--- config.mk ---
export PLATFORM = sky130hd
export DESIGN_NAME = mem_lsu
export DESIGN_NICKNAME = d
export VERILOG_FILES = /design/src/rtl/mem_lsu_pkg.sv /design/src/rtl/mem_lsu_lane.sv /design/src/rtl/mem_lsu.sv
export SDC_FILE = /design/constraint.sdc
export NUM_CORES = 1
export LEC_CHECK = 0
export ABC_AREA = 1
export CORE_MARGIN = 2
export CORE_UTILIZATION = 54
export DETAILED_ROUTE_END_ITERATION = 10
export PLACE_DENSITY = 0.86
export SLEW_MARGIN = 20
export SYNTH_ARGS = -nofsm -noshare
export SYNTH_HDL_FRONTEND = slang
export SYNTH_SLANG_ARGS = --single-unit
--- constraint.sdc ---
create_clock -name clk -period 5.4 [get_ports clk]
set_clock_uncertainty 0.1 [all_clocks]
set_input_delay 1.62 -clock clk [delete_from_list [all_inputs] [get_ports clk]]
set_output_delay 1.62 -clock clk [all_outputs]
set_load 0.02 [all_outputs]
--- src/rtl/mem_lsu_pkg.sv ---
// Shared types for the data_mem load/store initiator: FSM states, request size codes
// and the alignment rule applied when a request is accepted.
package mem_lsu_pkg;

    typedef enum logic [1:0] {
        ST_IDLE = 2'd0,
        ST_RD   = 2'd1,
        ST_WR   = 2'd2,
        ST_RESP = 2'd3
    } state_t;

    localparam logic [1:0] SZ_B = 2'd0;
    localparam logic [1:0] SZ_H = 2'd1;
    localparam logic [1:0] SZ_W = 2'd2;

    // Size code 3 is reserved and always rejected.
    function automatic logic misaligned(input logic [1:0] size, input logic [1:0] off);
        logic bad;
        case (size)
            SZ_B:    bad = 1'b0;
            SZ_H:    bad = off[0];
            SZ_W:    bad = (off != 2'b00);
            default: bad = 1'b1;
        endcase
        return bad;
    endfunction

endpackage

--- src/rtl/mem_lsu_lane.sv ---
// Little-endian lane logic, purely combinational: extracts/extends a load lane from a
// memory word and merges store data into the addressed lane(s) of a memory word.
module mem_lsu_lane
    import mem_lsu_pkg::*;
(
    input  logic [31:0] word,
    input  logic [1:0]  size,
    input  logic [1:0]  off,
    input  logic        sgn,
    input  logic [31:0] wdata,
    output logic [31:0] load_data,
    output logic [31:0] store_word
);

    logic [7:0]  byte_v;
    logic [15:0] half_v;

    always_comb begin
        byte_v = word[{off, 3'b000} +: 8];
        half_v = word[{off[1], 4'b0000} +: 16];

        case (size)
            SZ_B:    load_data = {{24{sgn & byte_v[7]}}, byte_v};
            SZ_H:    load_data = {{16{sgn & half_v[15]}}, half_v};
            default: load_data = word;
        endcase

        store_word = word;
        case (size)
            SZ_B:    store_word[{off, 3'b000} +: 8]     = wdata[7:0];
            SZ_H:    store_word[{off[1], 4'b0000} +: 16] = wdata[15:0];
            default: store_word = wdata;
        endcase
    end

endmodule

--- src/rtl/mem_lsu.sv ---
// Load/store initiator for word-addressed data_mem: one request in flight, 1 to RD_LAT+3
// cycles to a one-cycle response; req_ready is high only in IDLE, responses cannot stall.
module mem_lsu
    import mem_lsu_pkg::*;
#(
    parameter int ADDR_W = 7,
    parameter int DATA_W = 32,
    parameter int RD_LAT = 1
) (
    input  logic                clk,
    input  logic                rst_n,
    input  logic                req_valid,
    output logic                req_ready,
    input  logic                req_we,
    input  logic [1:0]          req_size,
    input  logic                req_signed,
    input  logic [ADDR_W+1:0]   req_addr,
    input  logic [DATA_W-1:0]   req_wdata,
    output logic                rsp_valid,
    output logic                rsp_err,
    output logic [DATA_W-1:0]   rsp_rdata,
    output logic [ADDR_W-1:0]   mem_addr,
    output logic                mem_wr,
    output logic                mem_rd,
    output logic [DATA_W-1:0]   mem_wr_data,
    input  logic [DATA_W-1:0]   mem_read_data
);

    localparam int CW = (RD_LAT > 0) ? $clog2(RD_LAT + 1) : 1;

    state_t      state, state_n;
    logic [CW-1:0] cnt, cnt_n;
    logic        accept;

    logic        q_we;
    logic [1:0]  q_size;
    logic        q_sgn;
    logic [1:0]  q_off;
    logic [31:0] q_wdata;

    logic [ADDR_W-1:0] mem_addr_n;
    logic [31:0]       mem_wr_data_n;
    logic              mem_rd_n, mem_wr_n;
    logic              rsp_valid_n, rsp_err_n;
    logic [31:0]       rsp_rdata_n;

    logic [31:0] lane_load, lane_store;

    assign req_ready = rst_n && (state == ST_IDLE);

    // Lanes are computed straight from the memory bus so the last RD edge both
    // captures the read word and produces the load result / merged store word.
    mem_lsu_lane u_lane (
        .word       (mem_read_data),
        .size       (q_size),
        .off        (q_off),
        .sgn        (q_sgn),
        .wdata      (q_wdata),
        .load_data  (lane_load),
        .store_word (lane_store)
    );

    always_comb begin
        state_n       = state;
        cnt_n         = cnt;
        accept        = 1'b0;
        mem_addr_n    = mem_addr;
        mem_wr_data_n = mem_wr_data;
        mem_rd_n      = 1'b0;
        mem_wr_n      = 1'b0;
        rsp_valid_n   = 1'b0;
        rsp_err_n     = 1'b0;
        rsp_rdata_n   = '0;

        case (state)
            ST_IDLE: begin
                if (req_valid) begin
                    accept     = 1'b1;
                    mem_addr_n = req_addr[ADDR_W+1:2];
                    cnt_n      = '0;
                    if (misaligned(req_size, req_addr[1:0])) begin
                        state_n     = ST_RESP;
                        rsp_valid_n = 1'b1;
                        rsp_err_n   = 1'b1;
                    end else if (req_we && (req_size == SZ_W)) begin
                        state_n       = ST_WR;
                        mem_wr_n      = 1'b1;
                        mem_wr_data_n = req_wdata;
                    end else begin
                        state_n  = ST_RD;
                        mem_rd_n = 1'b1;
                    end
                end
            end
            ST_RD: begin
                if (cnt == CW'(RD_LAT)) begin
                    if (q_we) begin
                        state_n       = ST_WR;
                        mem_wr_n      = 1'b1;
                        mem_wr_data_n = lane_store;
                    end else begin
                        state_n     = ST_RESP;
                        rsp_valid_n = 1'b1;
                        rsp_rdata_n = lane_load;
                    end
                end else begin
                    cnt_n    = cnt + 1'b1;
                    mem_rd_n = 1'b1;
                end
            end
            ST_WR: begin
                state_n     = ST_RESP;
                rsp_valid_n = 1'b1;
            end
            ST_RESP: state_n = ST_IDLE;
            default: state_n = ST_IDLE;
        endcase
    end

    always_ff @(posedge clk) begin
        if (!rst_n) begin
            state       <= ST_IDLE;
            cnt         <= '0;
            mem_addr    <= '0;
            mem_wr_data <= '0;
            mem_rd      <= 1'b0;
            mem_wr      <= 1'b0;
            rsp_valid   <= 1'b0;
            rsp_err     <= 1'b0;
            rsp_rdata   <= '0;
            q_we        <= 1'b0;
            q_size      <= 2'd0;
            q_sgn       <= 1'b0;
            q_off       <= 2'd0;
            q_wdata     <= '0;
        end else begin
            state       <= state_n;
            cnt         <= cnt_n;
            mem_addr    <= mem_addr_n;
            mem_wr_data <= mem_wr_data_n;
            mem_rd      <= mem_rd_n;
            mem_wr      <= mem_wr_n;
            rsp_valid   <= rsp_valid_n;
            rsp_err     <= rsp_err_n;
            rsp_rdata   <= rsp_rdata_n;
            if (accept) begin
                q_we    <= req_we;
                q_size  <= req_size;
                q_sgn   <= req_signed;
                q_off   <= req_addr[1:0];
                q_wdata <= req_wdata;
            end
        end
    end

endmodule

# After elaboration in Yosys (flattened, before gate mapping)
# Index checks and enable logic that the tools add are counted.
word_totals:
  elab_cells: 92
  input_bits: 80
  output_inout_bits: 76
  ff_bits: 116
op_classes:
  n_mux: 40
  n_addsub: 3
  shift: 6
  eq_ne: 11
  bitwise_logic: 5
  n_reduce_logical: 13
op_table:
  columns: ["op", "count"]
  rows:
  - ["case mux 32 bit (2 select lines)", 3]
  - ["2-to-1 mux 32 bit", 5]
  - ["bitwise mux 32 bit", 2]
  - ["variable shift 16 x 7 -> 32 bit (first input constant)", 1]
  - ["variable shift 8 x 7 -> 32 bit (first input constant)", 1]
  - ["indexed part select 16 x 7 -> 32 bit", 1]
  - ["indexed part select 32 x 6 -> 16 bit", 1]
  - ["indexed part select 32 x 6 -> 8 bit", 1]
  - ["indexed part select 8 x 7 -> 32 bit", 1]
  - ["2-to-1 mux 1 bit", 20]
  - ["negator 5 -> 7 bit", 2]
  - ["2-to-1 mux 2 bit", 4]
  - ["!= test 2 bit (second input constant)", 4]
  - ["case mux 2 bit (4 select lines)", 1]
  - ["AND reduction 2 bit", 4]
  - ["equality test 2 x 1 -> 1 bit (second input constant)", 3]
  - ["equality test 2 bit (second input constant)", 3]
  - ["logical NOT 2 bit", 3]
  - ["case mux 1 bit (2 select lines)", 3]
  - ["case mux 1 bit (3 select lines)", 2]
  - ["AND reduction 6 bit", 1]
  - ["nonzero test 2 bit", 2]
  - ["OR reduction 4 bit", 1]
  - ["NOT 1 bit", 3]
  - ["other kinds (4)", 6]

# Logic depth before layout (Yosys ltp)
# Gate-level depths: netlist of run 1.
depth:
  word_depth: 7
  depth_mapped: 13
  depth_no_buf: 11

# Hierarchy
# Synthesis of run 1 repeated with hierarchy kept, for this count alone.
hier_totals:
  cells_unflattened: 1106
  hier_area_um2: 6631.4
by_module_without_submodules:
  columns: ["mod", "seq_area_each_um2", "instances", "area_each_um2", "cells_each"]
  rows:
  - ["mem_lsu", 2322.2, 1, 4835.9, 701]
  - ["mem_lsu_lane", 0.0, 1, 1795.5, 405]

# Worst setup path after synthesis of run 1
# Ideal clock, no wire load.
synth_path:
  kind: "input to output"
  startpoint: "in rst_n"
  endpoint: "out req_ready"
  setup_slack_ps: 1349
  n_path_buf: 2
  t_required_ps: 3680
  t_arrival_ps: 2331
  path_stages: 4
  cell_sequence: "clkbuf_1 -> clkbuf_1 -> nand2_1 -> inv_1"
synth_via:
  elab_chain_cells: 1
synth_rtl:
  columns: ["item", "line_no", "text"]
  rows:
  - ["start, declared", "mem_lsu.sv:11", "input logic rst_n,"]
  - ["logical AND 1 bit", "mem_lsu.sv:49", "assign req_ready = rst_n && (state == ST_IDLE);"]
  - ["end, declared", "mem_lsu.sv:13", "output logic req_ready,"]
# No other way between the ends.

# Final worst setup path of run 1
# Ends and elaborated chain as after synthesis.

==> summary.md, run 1 <==
| Metric | Value |
|---|---|
| Post-DRT Antenna Nets | `0` |
| Clk network pwr share | `about 25%` |
| Worst hold slack | `approximately 360 ps` |
| Port bufs | `~160` |
| Total GRT Usage | `between 20% and 30%` |
| Highest-count cells in the layout ignoring fill and taps | `nand2_1 (387), clkdlybuf4s50_1 (155), nor2_1 (141)` |
| CP Cell Sequence | `clkdlybuf4s50_1, nand2_1, inv_1, clkdlybuf4s50_1` |
| Die span in x | `113 um` |
| Clock latency at the later pin of the worst-skew pair | `between 400 and 500 ps` |
| Worst setup SP type | `primary input` |
| Max Cap Violations | `0` |
| Peak VDD IR | `around 0.0004 V` |
| Wire length on met1 | `just over 8000 um` |
| CP required | `around 3700 ps` |
| Hold_buf cts | `0` |
| Cell mode on critical path | `clkdlybuf4s50_1` |
| Reg clk slew, reported paths | `approximately 50 ps` |
| Seq pwr share | `29.9%` |
| Switching share of power | `around 43%` |
| Critical register-to-register path startpoint | `q_off[1]$_SDFFE_PN0P_` |
| HP Class | `flop to flop` |
| Largest net degree at the start of global routing | `just under 70` |
| Synth Register Bits | `around 120` |
| Top Family by Delay on Critical Path | `buffers and inverters` |
| Status | `complete, but fails checks` |
| Syn Area/Cell | `just over 6 um^2` |
| TritonRoute pass-1 iters | `8` |
| Height of the die | `between 100 and 150 um` |
| DRC Markers | `11` |
| Yosys Warn Count | `0` |
| Commonest non-fill, non-tap cell in the layout | `nand2_1` |
| Final TNS setup | `0 ps` |
| HP Start | `mem_wr_data[15]$_SDFFE_PN0P_` |
| Total core area | `between 10000 and 15000 um^2` |
| Crit path time final | `4560 ps` |
| Final setup viols | `0` |
| Row count | `39` |
| Total grt overflow | `0` |
| Comb pwr share | `between 40 and 50%` |
| CTS Sinks | `between 100 and 150` |
| Post-synth cell types | `27` |
| Initial DRC Count | `618` |
| Final core occ | `between 70% and 80%` |
| Avg Vias per Cell | `5.32` |
| Max Root-Sink Buffers | `2` |
| Sequential area share after synthesis | `around 36%` |
| Crit. Startpoint | `rst_n` |
| Setup repair after global routing missed its margin | `no` |
| Syn Inst Count | `1050` |
| Actual slew at the worst max-slew pin | `approximately 860 ps` |
| Number of buffers added for setup after CTS | `0` |
| N_diodes | `0` |
| Hpwl dp | `13000 um` |
| Internal | `between 0.002 and 0.0025 W` |
| Initial antenna violation count | `0` |
| Htree depth | `4` |
| Leak | `3.65 nW` |
| Tcrit/Tclk final | `a little over four fifths` |
| Met3 WL | `roughly 2000 um` |
| First-pass GRT wire length | `30500 um` |
| Drt wl/cell | `14.5 um` |
| Number of hold violations in the final report | `0` |
| FF+latch area | `2320 um^2` |
| Layout cell share with drive strength beyond 1 | `5.65%` |
| Max-slew violations | `0` |
| Area of the multi-input gates | `around 3500 um^2` |
| Fill cells | `~960` |
| WP buf/inv | `3` |
| Initial Utilization | `between 50% and 60%` |
| Die area | `between 10000 and 15000 um^2` |
| Fmax | `approximately 0.22 GHz` |
| Sw Pwr | `roughly 0.0017 W` |
| Placer Congestion | `between 0.9 and 1` |
| Failing checks | `design-rule violations` |
| Syn nets | `between 1000 and 1500` |
| Met2 wire len | `~8600 um` |
| Via count | `7062` |
| CP arrival | `between 2000 and 3000 ps` |
| Vias in the first global route | `6100` |
| Max Used Layer | `met4` |
| Crit Path Category | `primary input to primary output` |
| PwrDens | `about 470 nW/um^2` |
| Worst relative slew slack | `about 43%` |
| Slowest cell on the critical path | `clkdlybuf4s50_1` |
| CTS root buf | `clkbuf_16` |
| Cts bufs inserted | `17` |
| Post-cts sizing count | `0` |
| Drt total wl | `between 15000 and 20000 um` |
| Critical path fanouts, max | `2` |
| Io pins | `between 150 and 200` |
| Crit. End Element | `primary output` |
| Syn Std Cell Area | `between 6000 and 7000 um^2` |
| Nets@finish | `between 1000 and 1500` |
| Synthesis-to-layout area growth | `31.7%` |
| CTS tree | `done` |
| Slowest stage delay, CP | `roughly 600 ps` |
-- final timing paths --
check / slack (ps) / endpoint / cells past startpoint
max reg2reg: 2350 / mem_wr_data[14]$_SDFFE_PN0P_ / 12
max: 840 / req_ready / 4
min reg2reg: 360 / mem_wr_data[15]$_SDFFE_PN0P_ / 2
min: 360 / mem_wr_data[15]$_SDFFE_PN0P_ / 2
-- kinds of logic after synthesis --
| logic type | Yosys count | share of synthesized area, % |
|---|---|---|
| compound gates | 209 | 17.6 |
| flops | 116 | 36.1 |
| simple gates | 579 | 35.6 |
| buf+inv | 137 | 8.84 |
| fa+ha+maj | 9 | 1.75 |
-- synth_stat cells, drive strengths merged --
| master | number | area [um^2] |
|---|---|---|
| dfxtp | 116 | 2320 |
| a211oi | 1 | 7.51 |
| or2 | 15 | 93.8 |
| nand3 | 31 | 168 |
| clkbuf | 28 | 105 |
| o211ai | 8 | 60.1 |
| inv | 74 | 278 |
| a21oi | 104 | 524 |
| o221ai | 7 | 61.3 |
| a41oi | 1 | 8.76 |
| nand2 | 387 | 1450 |
| ha | 9 | 113 |
| o21ai | 74 | 374 |
| nor2 | 146 | 576 |
| a21boi | 7 | 52.6 |
| a31oi | 7 | 43.8 |
| clkinv | 3 | 11.3 |
| buf | 32 | 174 |
-- metrics by stage --
step	power, W	instances	area (um^2)	setup WS [ps]
after CTS	0.00398	1328	8460	830
after global placement	0.00296	1296	7940	829
after detailed placement	0.00299	1296	7940	830
final	0.00401	1328	8460	836
after global routing	0.00427	1328	8460	785
after floorplan	0.00245	1050	6420	1350
-- power by group through the flow --
stage / Clock, W / Combinational [W] / Sequential, W
global placement: 0 / 0.00175 / 0.00120
global route: 0.00104 / 0.00201 / 0.00122
CTS: 0.000990 / 0.00180 / 0.00119
floorplan: 0 / 0.00114 / 0.00131
detailed placement: 0 / 0.00178 / 0.00121
finish: 0.000991 / 0.00182 / 0.00120
-- routing by layer --
| layer | up-vias | global-route usage, % |
|---|---|---|
| met4 | 0 | 11.6 |
| met5 | - | 0 |
| met3 | 37 | 5.57 |
| met1 | 3080 | 42.1 |
| met2 | 377 | 45.3 |
| li1 | 3568 | - |
-- worst min-delay path, stage by stage (launching register included) --
cell     delay, ps
dfxtp_1        300
nand2_1         60
a21oi_1         50
-- cell type report --
class | instances | share of cell area (%)
Clock buffer | 18 | 5.07
Clock inverter | 14 | 1.08
Inverter | 77 | 3.42
Multi-Input combinational cell | 797 | 41.8
Sequential cell | 116 | 27.5
Tap cell | 143 | 2.11
Timing Repair Buffer | 163 | 19.0
-- registers in the layout (all words and copies together) (netlist names) --
register and cells:
q_sgn 1, q_wdata 32, rsp_rdata 32, mem_wr 1, q_off 2, state 2
mem_rd 1, q_we 1, mem_addr 7, rsp_valid 1, q_size 2, rsp_err 1
cnt 1, mem_wr_data 32
Power figures use the tool's default switching activity.
==> run 2, diff against run 1 <==
Settings changed: CORE_UTILIZATION 54 to 50, PLACE_DENSITY 0.86 to 0.81.
Clock period 5.4 ns to 4.7 ns, I/O delays scaled along.
==> summary.md, run 2 (same netlist as run 1, synthesis figures left out) <==
| Metric | Value |
|---|---|
| Nets@finish | `1262 (+0.079%)` |
| Cell area after layout | `8510 um^2 (+0.56%)` |
| Worst relative slew slack | `42.2% (-0.57 points)` |
| CP required | `3190 ps (-490 ps)` |
| Clock latency at the later pin of the worst-skew pair | `420 ps (about the same)` |
| TritonRoute pass-1 iters | `5 (-3)` |
| CTS Sinks | `116 (unchanged)` |
| PwrDens | `542 nW/um^2 (+14%)` |
| CTS tree | `done` |
| Setup repair after global routing missed its margin | `no` |
| Vias in the first global route | `6421 (+5.3%)` |
| Initial Utilization | `51.1% (-4.7 points)` |
| Total core area | `12600 um^2 (+9.1%)` |
| Post-DRT Antenna Nets | `0 (unchanged)` |
| Total grt overflow | `0 (unchanged)` |
| Reg clk slew, reported paths | `50 ps (about the same)` |
| First-pass GRT wire length | `31500 um (+3.3%)` |
| Initial DRC Count | `701 (+13%)` |
| N_diodes | `0 (unchanged)` |
| Row count | `41 (+5.1%)` |
| Max Root-Sink Buffers | `2 (unchanged)` |
| Total GRT Usage | `28.0% (-1.8 points)` |
| Hpwl dp | `13300 um (+2.4%)` |
| Drt wl/cell | `14.1 um (-2.2%)` |
| Via count | `7064 (+0.028%)` |
| Placer Congestion | `0.934 (-1.2%)` |
| Setup WS post-layout | `598 ps (-238 ps)` |
| Setup WS pre-CTS | `589 ps (-241 ps)` |
| Die area | `13800 um^2 (+7.7%)` |
| Avg Vias per Cell | `5.21 (-2.1%)` |
| Post-DP Area | `7980 um^2 (+0.55%)` |
| Crit Path Category | `primary input to primary output` |
| DRC Markers | `0 (-11)` |
| Final TNS setup | `0 ps (unchanged)` |
| Fmax | `roughly 0.24 GHz` |
| Final setup viols | `0 (unchanged)` |
| Biggest regs | `mem_wr_data (32), q_wdata (32), rsp_rdata (32)` |
| Max-slew violations | `0 (unchanged)` |
| Hold_buf cts | `0 (unchanged)` |
| Max Cap Violations | `0 (unchanged)` |
| Cts bufs inserted | `17 (unchanged)` |
| Number of hold violations in the final report | `0 (unchanged)` |
| Io pins | `156 (unchanged)` |
| Tcrit/Tclk final | `roughly 87%` |
| Leak | `3.68 nW (+0.81%)` |
| Status | `finished clean` |
| Synthesis-to-layout area growth | `32.4%` |
| Fill cells | `1132 (+18%)` |
| Critical path fanouts, max | `2 (unchanged)` |
| Pwr Total | `0.00461 W (+15%)` |
| Crit. End Element | `primary output` |
| Peak VDD IR | `0.000380 V (-6.8%)` |
| Post-cts sizing count | `0 (unchanged)` |
| Initial antenna violation count | `0 (unchanged)` |
| CTS root buf | `clkbuf_16` |
| Htree depth | `4 (unchanged)` |
| CP arrival | `2590 ps (-250 ps)` |
| Final core occ | `67.7% (-5.8 points)` |
| Highest-count cells in the layout ignoring fill and taps | `nand2_1 (387), clkdlybuf4s50_1 (155), nor2_1 (141)` |
| Largest net degree at the start of global routing | `65 (-5.8%)` |
| Height of the die | `117 um (+3.8%)` |
| Actual slew at the worst max-slew pin | `865 ps (+8.51 ps)` |
| Drt total wl | `19200 um (-0.11%)` |
| HP Class | `flop to flop` |
| Layout cell share with drive strength beyond 1 | `5.32% (-0.34 points)` |
| Port bufs | `155 (unchanged)` |
| Number of buffers added for setup after CTS | `0 (unchanged)` |
| Crit path time final | `about 4100 ps` |
| Die span in x | `117 um (+3.8%)` |
| Commonest non-fill, non-tap cell in the layout | `nand2_1` |
| Worst setup SP type | `primary input` |
## run 2: cell types whose count changed in the layout (fill, tap and decap cells not counted), sizes merged
cell / before / now
clkinv: 10 / 8
buf: 8 / 9
clkinvlp: 7 / 0
clkbuf: 18 / 26
## run 2: path summary, 6_finish.rpt
check                                 endpoint                         start  slack (ps)  depth (start not counted)
hold reg to reg   mem_wr_data[16]$_SDFFE_PN0P_  mem_wr_data[16]$_SDFFE_PN0P_         370                          2
hold / removal    mem_wr_data[16]$_SDFFE_PN0P_  mem_wr_data[16]$_SDFFE_PN0P_         370                          2
setup reg to reg   mem_wr_data[9]$_SDFFE_PN0P_         q_off[1]$_SDFFE_PN0P_        1790                         11
setup / recovery                     req_ready                         rst_n         600                          4
## run 2: worst max-delay path: stages
cell and delay, ps:
clkdlybuf4s50_1 470, nand2_1 60, inv_1 60, clkdlybuf4s50_1 590
## run 2: stage by stage
stage	instances	hold WS, ps
after floorplan	1050	343
after global placement	1326	356
after detailed placement	1326	357
after CTS	1357	366
after global routing	1357	384
final	1357	366
## run 2: final cells by class
cell class                 instances  area [um^2]  area share [%]
multi-input combinational        797         3540            41.6
timing repair buffer             164         1620            19.0
inverter                          77          289            3.40
sequential                       116         2320            27.3
clock buffer                      26          499            5.87
tap                              172          215            2.53
clock inverter                     5         25.0           0.294
## run 2: report_power, final
part	internal [W]	switching, W
Combinational	0.000750	0.00133
Clock	0.000720	0.000435
Sequential	0.00122	0.000162
## run 2: per-layer routing
layer | global-route usage [%] | wire (um) | share of wire (%) | up-vias
met1 | 38.4 | 8420 | 44 | 3143
li1 | - | - | - | 3561
met3 | 5.64 | 1830 | 9.5 | 36
met2 | 43.3 | 8430 | 44 | 324
met5 | 0 | 0 | 0 | -
met4 | 11.1 | 506 | 2.6 | 0
